[src/rtl/instr_fetch_unit.sv]
// Instruction fetch front end: in-order imem requests, a response buffer of
// {addr, word} pairs, a valid/ready decode interface, and redirect flushing.
module instr_fetch_unit #(
  parameter int DEPTH = 2,
  parameter int XLEN  = 32
) (
  input  logic            clk,
  input  logic            reset_n,
  input  logic [XLEN-1:0] pc,
  output logic [XLEN-1:0] pc_nxt,
  input  logic            redirect_valid,
  input  logic [XLEN-1:0] redirect_pc,
  output logic            imem_req,
  output logic [XLEN-1:0] imem_addr,
  input  logic            imem_gnt,
  input  logic            imem_rvalid,
  input  logic [XLEN-1:0] imem_rdata,
  output logic            if_valid,
  input  logic            if_ready,
  output logic [XLEN-1:0] if_instr,
  output logic [XLEN-1:0] if_pc
);

  localparam int AW = (DEPTH > 1) ? $clog2(DEPTH) : 1;
  localparam int CW = $clog2(DEPTH + 1);

  typedef logic [AW-1:0] ptr_t;
  typedef logic [CW-1:0] cnt_t;

  localparam logic [CW:0] DEPTH_C = (CW + 1)'(DEPTH);

  logic [XLEN-1:0] r_baddr [DEPTH];
  logic [XLEN-1:0] r_bdata [DEPTH];
  logic [XLEN-1:0] r_qaddr [DEPTH];
  ptr_t            r_bwr, r_brd, r_qwr, r_qrd;
  cnt_t            r_bcnt, r_outst, r_disc;
  logic            r_post_rst;

  logic            w_pop, w_allow, w_fire, w_rsp, w_keep, w_drop;
  logic [CW:0]     w_occ;

  assign if_valid  = (r_bcnt != '0);
  assign if_instr  = r_bdata[r_brd];
  assign if_pc     = r_baddr[r_brd];
  assign imem_addr = pc;

  assign w_pop   = if_valid & if_ready;
  // Outstanding includes responses still to be discarded, so occupancy stays
  // bounded across a redirect.
  assign w_occ   = {1'b0, r_bcnt} + {1'b0, r_outst};
  assign w_allow = (w_occ < DEPTH_C) | ((w_occ == DEPTH_C) & w_pop);
  assign imem_req = reset_n & ~redirect_valid & w_allow;
  assign w_fire  = imem_req & imem_gnt;
  assign w_rsp   = imem_rvalid & (r_outst != '0);
  assign w_keep  = w_rsp & (r_disc == '0) & ~redirect_valid;
  assign w_drop  = w_rsp & (r_disc != '0) & ~redirect_valid;

  always_comb begin
    pc_nxt = pc;
    if (redirect_valid) pc_nxt = {redirect_pc[XLEN-1:2], 2'b00};
    else if (w_fire)    pc_nxt = pc + XLEN'(4);
  end

  always_ff @(posedge clk or negedge reset_n) begin
    if (!reset_n) begin
      r_bwr      <= '0;
      r_brd      <= '0;
      r_qwr      <= '0;
      r_qrd      <= '0;
      r_bcnt     <= '0;
      r_outst    <= '0;
      r_disc     <= '0;
      r_post_rst <= 1'b1;
    end else begin
      if (w_fire) r_post_rst <= 1'b0;
      if (redirect_valid) begin
        // Everything still in flight belongs to the old stream.
        r_bwr   <= '0;
        r_brd   <= '0;
        r_qwr   <= '0;
        r_qrd   <= '0;
        r_bcnt  <= '0;
        r_outst <= r_outst - cnt_t'(w_rsp);
        r_disc  <= r_outst - cnt_t'(w_rsp);
      end else begin
        if (w_keep) begin
          r_bwr <= r_bwr + ptr_t'(1);
          r_qrd <= r_qrd + ptr_t'(1);
        end
        if (w_pop)  r_brd  <= r_brd + ptr_t'(1);
        if (w_fire) r_qwr  <= r_qwr + ptr_t'(1);
        if (w_drop) r_disc <= r_disc - cnt_t'(1);
        r_bcnt  <= r_bcnt + cnt_t'(w_keep) - cnt_t'(w_pop);
        r_outst <= r_outst + cnt_t'(w_fire) - cnt_t'(w_rsp);
      end
    end
  end

  always_ff @(posedge clk) begin
    if (reset_n && !redirect_valid && w_keep) begin
      r_baddr[r_bwr] <= r_qaddr[r_qrd];
      r_bdata[r_bwr] <= imem_rdata;
    end
    if (w_fire) r_qaddr[r_qwr] <= pc;
  end

  // Responses to pre-reset requests may still trickle in before the first new grant.
  assert property (@(posedge clk) disable iff (!reset_n || r_post_rst)
                   !(imem_rvalid && (r_outst == '0)))
    else $error("imem_rvalid with no outstanding request");

endmodule

[config.mk]
export PLATFORM = sky130hd
export DESIGN_NAME = instr_fetch_unit
export DESIGN_NICKNAME = d
export VERILOG_FILES = /design/src/rtl/instr_fetch_unit.sv
export SDC_FILE = /design/constraint.sdc
export NUM_CORES = 1
export LEC_CHECK = 0
export CAP_MARGIN = 20
export CORE_MARGIN = 1.5
export CORE_UTILIZATION = 45
export CTS_BUF_LIST = sky130_fd_sc_hd__clkbuf_2
export DETAILED_ROUTE_END_ITERATION = 10
export PLACE_DENSITY = 0.83
export SLEW_MARGIN = 10
export SYNTH_ARGS = -nofsm -noshare
export SYNTH_HDL_FRONTEND = slang
export SYNTH_SLANG_ARGS = --single-unit
[constraint.sdc]
create_clock -name clk -period 7.1 [get_ports clk]
set_input_delay 1.42 -clock clk [delete_from_list [all_inputs] [get_ports clk]]
set_output_delay 1.42 -clock clk [all_outputs]
set_load 0.03 [all_outputs]
==> impl_metrics.toml, run 1 <==
[clock_network]
cts_made_buffers = 49
root_buffer = "clkbuf_2"
cts_setup_buffers = 0
clk_path_buf_depth = 3
path_clk_slew_ns = 0.10
clock_sinks = 202
postCtsHoldBufs = 0
worstSkewPairLatency_ns = 0.75
htree_levels = 2
cts_resized = 0
cts_tree = "done"

[routing]
drc = 0
firstDrtPassIters = 4
ant_nets = 0
wl_um = 19500
num_vias = 5595
first_iter_violations = 247
vias_per_cell = 5.03
post_drt_wl_per_cell_um = 17.6

[cells_and_area]
fillers = 1517
multiInputGateArea_mm2 = 0.00245
nNetsFinal = 924
final_area_mm2 = 0.0117
drive_gt1_share_pct = 23.2
ff_latch_area_mm2 = 0.00602
area_growth_pct = 32.3

[synthesis]
syn_area_mm2 = 0.00883
synth_top_area_share_pct = 65.3
yosys_most_used_dff = "edfxtp_1"
synth_nets = 689
yosysUniqueCellTypes = 40
synth_top_area_cell = "edfxtp_1"
ys_ff_latch = 202
synth.area.top_cells = "edfxtp_1, mux2_2, dfrtp_1"
synth-warning-count = 0
synth_edf_count = 192
synth_area_per_cell_um2 = 15.3
synthCells = 578
ys_seq_area_share_pct = 68.1
synthTopCellsByCount = "edfxtp_1, mux2_2, nand2_1"
synth.most_common_cell = "edfxtp_1"
async_reset_ff_share_pct = 4.95

[pwr]
leakagePower_nw = 4.02
pwr-share-comb_pct = 32.4
intPower_mw = 2.13
power_density_mw_per_mm2 = 273
peakVddDrop_v = 0.000178
netSwitchingPower_mw = 1.05
clkPwrFrac_pct = 21.8
swShare_pct = 33.1
pwr-share-seq_pct = 45.9

[sta]
period_share_pct = 84.5
setup_viol = 0
rsz0062_at_grt = "no"
setup_total_negative_slack_ns = 0
worst_pin_slew_ns = 0.908
timing.fmax_mhz = 167
max-slew-margin-rel_pct = 39.5
finClkSkew_ns = 0.0422
setup_ws_ns = 1.10
finalCriticalPeriod_ns = 6.00
drv_slew = 0
hold_violations = 0

[critical_path]
crit_path_start_kind = "input port"
crit_fanout = 13
required_ns = 5.68
cp.arrival_ns = 4.58
end_kind = "output pin"
critPathKind = "input port to output pin"

[placement]
place.gp.congestion = 0.747
io_buffers = 229
placedInstanceArea_mm2 = 0.0112
post-place-ws_ns = 1.01
hpwl_um = 12800

[grt]
grt_max_degree = 65
overflow = 0
track_usage_pct = 18.8
grt_pass1_vias = 5742
antenna_found_initial = 1
grt_pass1_wl_um = 29400

[floorplanning]
coreArea_mm2 = 0.0193
die-area_mm2 = 0.0205
num_rows = 51
die_height_um = 143
ios = 232
die_x_um = 143
initial_core_util_pct = 45.7

[hold_path]
worstHoldPathType = "flop to flop"

[status]
outcome = "finished, final reports clean"

[job]
drv_cap = 0
worst max-delay path: stages:
cell and delay (ns):
clkdlybuf4s50_1 0.81, nor2b_1 0.26, and4_1 0.64, nand3_2 0.23
or3_1 0.35, a31oi_1 0.17, clkdlybuf4s50_1 0.69
through the flow:
step | hold slack [ns] | instances | power [mW] | utilization [%]
after floorplan | 0.537 | 578 | 2.14 | -
after global placement | 0.533 | 1025 | 2.50 | 58.0
after detailed placement | 0.543 | 1025 | 2.52 | 58.0
after CTS | 0.537 | 1109 | 3.23 | 60.1
after global routing | 0.575 | 1112 | 3.36 | 60.4
final | 0.533 | 1113 | 3.19 | 60.4
cells by family after synthesis:
family / Yosys count / synth area share [%]
DFF: 202 / 68.1
AOI/OAI and AO/OA: 42 / 2.65
buffers and inverters: 71 / 4.39
and+or+nand+nor: 120 / 7.41
muxes: 100 / 12.7
xor gates and xnor gates: 34 / 3.37
adders and majority gates: 9 / 1.36
routing by layer:
metal | global-route usage, % | wire length, um | part of all wire [%] | vias to the layer above
met5 | 0 | 0 | 0 | -
met2 | 33.7 | 9910 | 51 | 215
met1 | 21.8 | 7780 | 40 | 2706
met4 | 5.97 | 297 | 1.5 | 0
met3 | 5.30 | 1560 | 8.0 | 28
li1 | - | - | - | 2646
cell usage in the layout, fill, tap and decap left out, types with 3 or more instances in the layout:
cell             synthesis  routed
a31oi_1                  3       3
clkinv_2                 0       3
nand3_1                  9       9
edfxtp_1               192     192
nand4_1                 20      20
buf_4                   32       9
inv_1                   14      14
clkinv_1                 1      11
and4_1                   4       4
nor2b_1                  6       6
nor2_1                  14      12
nand2_1                 39      39
and3_1                   4       4
mux2i_1                  3       3
xor2_1                  25      25
dfrtp_1                 10       8
o21ai_0                 33      33
nor3_1                   7       5
nand4b_1                 3       3
ha_1                     8       8
mux2_2                  97      97
xnor2_1                  9       9
clkdlybuf4s50_1          0     228
clkbuf_2                 0      69
final timing paths:
path / start / to / slack, ns / depth (start not counted)
worst max-delay path: reset_n / pc_nxt[22] / 1.10 / 7
max in group asynchronous: reset_n / r_qrd$_DFFE_PN0P_ / 5.67 / 1
min in group asynchronous: reset_n / r_outst[0]$_DFF_PN0_ / 1.01 / 1
worst min-delay path: r_qaddr[0][12]$_DFFE_PP_ / r_baddr[1][12]$_DFFE_PP_ / 0.53 / 1
worst max register to register: r_outst[0]$_DFF_PN0_ / r_qaddr[1][10]$_DFFE_PP_ / 4.11 / 7
worst min register to register: r_qaddr[0][12]$_DFFE_PP_ / r_baddr[1][12]$_DFFE_PP_ / 0.53 / 1
power by group through the flow:
stage / registers, mW / logic [mW] / clock network, mW
floorplan: 1.46 / 0.686 / 0
global placement: 1.49 / 1.02 / 0
detailed placement: 1.49 / 1.03 / 0
CTS: 1.46 / 1.04 / 0.729
global route: 1.47 / 1.11 / 0.775
finish: 1.46 / 1.03 / 0.693
cell type report:
class	instances	area share, %
sequential	202	51.5
multi-input combinational	305	21.0
timing repair buffer	240	20.6
clock buffer	69	2.95
tap	265	2.84
clock inverter	15	0.578
inverter	15	0.482
antenna	2	0.0428
flip-flops by register name (all words and copies together), names as in the netlist:
register and count:
r_baddr 64, r_bdata 64, r_qaddr 64, r_bcnt 2, r_disc 2, r_outst 2
r_brd 1, r_bwr 1, r_qrd 1, r_qwr 1
Power figures use the tool's default switching activity.
==> run 2, diff against run 1 <==
--- a/config.mk
+++ b/config.mk
@@ -10,7 +10,7 @@
 export CORE_UTILIZATION = 45
 export CTS_BUF_LIST = sky130_fd_sc_hd__clkbuf_2
 export DETAILED_ROUTE_END_ITERATION = 10
-export PLACE_DENSITY = 0.83
+export PLACE_DENSITY = 0.86
 export SLEW_MARGIN = 10
 export SYNTH_ARGS = -nofsm -noshare
 export SYNTH_HDL_FRONTEND = slang
==> constraint.sdc (replaced) <==
create_clock -name clk -period 5.5 [get_ports clk]
set_input_delay 1.1 -clock clk [delete_from_list [all_inputs] [get_ports clk]]
set_output_delay 1.1 -clock clk [all_outputs]
set_load 0.03 [all_outputs]
==> run 2 against run 1 <==
Worst hold slack improved by 0.016 ns. Non-clock buffer count increased by 6. Power increased by 31%. First-iteration DRC count increased by 5.7%. Critical endpoint is now pc_nxt[17].
==> impl_metrics.toml, run 2 (synthesis gave the netlist of run 1 again) <==
[cells_and_area]
drive_gt1_share_pct = 23.7
final_common_cell = "clkdlybuf4s50_1"
area_growth_pct = 32.8
nNetsFinal = 931
top_regs = "r_baddr: 64 flops, r_bdata: 64 flops, r_qaddr: 64 flops"
final_cell_mix = "clkdlybuf4s50_1, edfxtp_1, mux2_2, clkbuf_2, nand2_1"
final_area_mm2 = 0.0117
stdcell_count = 1114
fillers = 1500
multiInputGateArea_mm2 = 0.00245
ff_latch_area_mm2 = 0.00602

[grt]
track_usage_pct = 19.3
met1_usage_pct = 22.1
grt_max_degree = 66
met3_usage_pct = 5.53
busiest_layer = "met2"
overflow = 0
grt_pass1_wl_um = 29600
use_met2_pct = 33.8
antenna_found_initial = 2
grt_pass1_vias = 5841

[floorplanning]
die-area_mm2 = 0.0205
coreArea_mm2 = 0.0193
num_rows = 51
die_height_um = 143
initial_core_util_pct = 45.7
ios = 232
die_x_um = 143

[sta]
period_share_pct = 91.3
finalCriticalPeriod_ns = 5.02
timing.fmax_mhz = 199
worst_pin_slew_ns = 1.09
hold_violations = 0
setup_viol = 0
max-slew-margin-rel_pct = 26.9
rsz0062_at_grt = "no"
drv_slew = 0
finClkSkew_ns = 0.0377

[critical_path]
cp.arrival_ns = 3.92
crit_path_start_kind = "input port"
crit_fanout = 7
critPathSlowestCell = "clkdlybuf4s50_1"
rr_worst_depth = 8
critPathKind = "input port to output pin"
crit_path_start = "pc[6]"
cp_cell_sequence = "clkdlybuf4s50_1, nand3_2, nor4_4, buf_4, nand3_4, xor2_1, o21ai_0, clkdlybuf4s50_1"
cpMostUsedCell = "clkdlybuf4s50_1"
max_stage_delay_ns = 0.69
rr_endpoint = "r_qaddr[0][8]$_DFFE_PP_"
r2r_slack_ns = 2.42
end_kind = "output pin"
worstReg2RegStart = "r_outst[0]$_DFF_PN0_"
required_ns = 4.40

[placement]
hpwl_um = 13300
place.gp.congestion = 0.769
dp_cells = 1032
io_buffers = 229
placedInstanceArea_mm2 = 0.0113

[hold_path]
hold_end = "r_baddr[0][8]$_DFFE_PP_"
worstHoldPathType = "flop to flop"
hold_depth = 1
hp-start = "r_qaddr[1][8]$_DFFE_PP_"

[clock_network]
postCtsHoldBufs = 0
root_buffer = "clkbuf_2"
cts_resized = 0
worstSkewPairLatency_ns = 0.77
cts_made_buffers = 50
htree_levels = 2
clk_path_buf_depth = 3
clock_sinks = 202
path_clk_slew_ns = 0.10
cts_tree = "done"
cts_setup_buffers = 0

[pwr]
power_density_mw_per_mm2 = 355
peakVddDrop_v = 0.000292
leakagePower_nw = 4.05

[routing]
vias_per_cell = 5.02
post_drt_wl_per_cell_um = 18.0
ant_nets = 0
first_iter_violations = 261
num_vias = 5587
firstDrtPassIters = 4
drc = 0
wl_um = 20000

[job]
drv_cap = 0

[status]
outcome = "finished, final reports clean"
## run 2: layout make-up
| type | instances | share of cell area [%] |
|---|---|---|
| Clock inverter | 11 | 0.576 |
| Tap cell | 265 | 2.83 |
| Multi-Input combinational cell | 305 | 20.9 |
| Timing Repair Buffer | 246 | 20.9 |
| Antenna cell | 2 | 0.0427 |
| Sequential cell | 202 | 51.3 |
| Clock buffer | 68 | 2.90 |
| Inverter | 15 | 0.480 |
## run 2: worst max path at each step
stage                                         end  slack (ns)  cells after the start
after floorplan           r_baddr[0][0]$_DFFE_PP_       -0.90                      3
after global placement                 pc_nxt[18]        0.52                      8
after detailed placement               pc_nxt[22]        0.46                      7
after CTS                              pc_nxt[22]        0.47                      7
after global routing                   pc_nxt[19]        0.24                      8
final                                  pc_nxt[17]        0.48                      8
## run 2: routing by layer
layer / vias up / wire (um)
met1: 2698 / 7970
met5: - / 0
li1: 2640 / -
met3: 40 / 1400
met4: 0 / 428
met2: 209 / 10200
## run 2: critical path, delay by kind of cell
| kind | cells | cell delay, ns |
|---|---|---|
| buffers and inverters | 3 | 1.57 |
| AND/OR/NAND/NOR | 3 | 0.88 |
| XOR/XNOR | 1 | 0.18 |
| AO/OA/AOI/OAI | 1 | 0.17 |
## run 2: power breakdown
| part | internal (mW) | switching [mW] | total [mW] |
|---|---|---|---|
| Sequential | 1.82 | 0.131 | 1.95 |
| Clock | 0.374 | 0.554 | 0.928 |
| Combinational | 0.608 | 0.683 | 1.29 |
| Total | 2.80 | 1.37 | 4.17 |
## run 2: stage by stage
stage               setup WS, ns  util [%]  hold WS, ns  TNS [ns]  total power [mW]
floorplan                 -0.898         -        0.537   -114.89              2.77
global placement           0.520      58.4        0.541         0              3.24
detailed placement         0.462      58.4        0.548         0              3.28
CTS                        0.469      60.5        0.553         0              4.21
global route               0.245      60.7        0.546         0              4.38
finish                     0.481      60.7        0.549         0              4.17
==> run 3, diff against run 2 <==
--- a/config.mk
+++ b/config.mk
@@ -11,7 +11,7 @@
 export CTS_BUF_LIST = sky130_fd_sc_hd__clkbuf_2
 export DETAILED_ROUTE_END_ITERATION = 10
 export PLACE_DENSITY = 0.86
-export SLEW_MARGIN = 10
+export SKIP_LAST_GASP = 1
 export SYNTH_ARGS = -nofsm -noshare
 export SYNTH_HDL_FRONTEND = slang
 export SYNTH_SLANG_ARGS = --single-unit
==> results of run 3 <==
Final layout, timing and power as in run 2 (identical DEF).
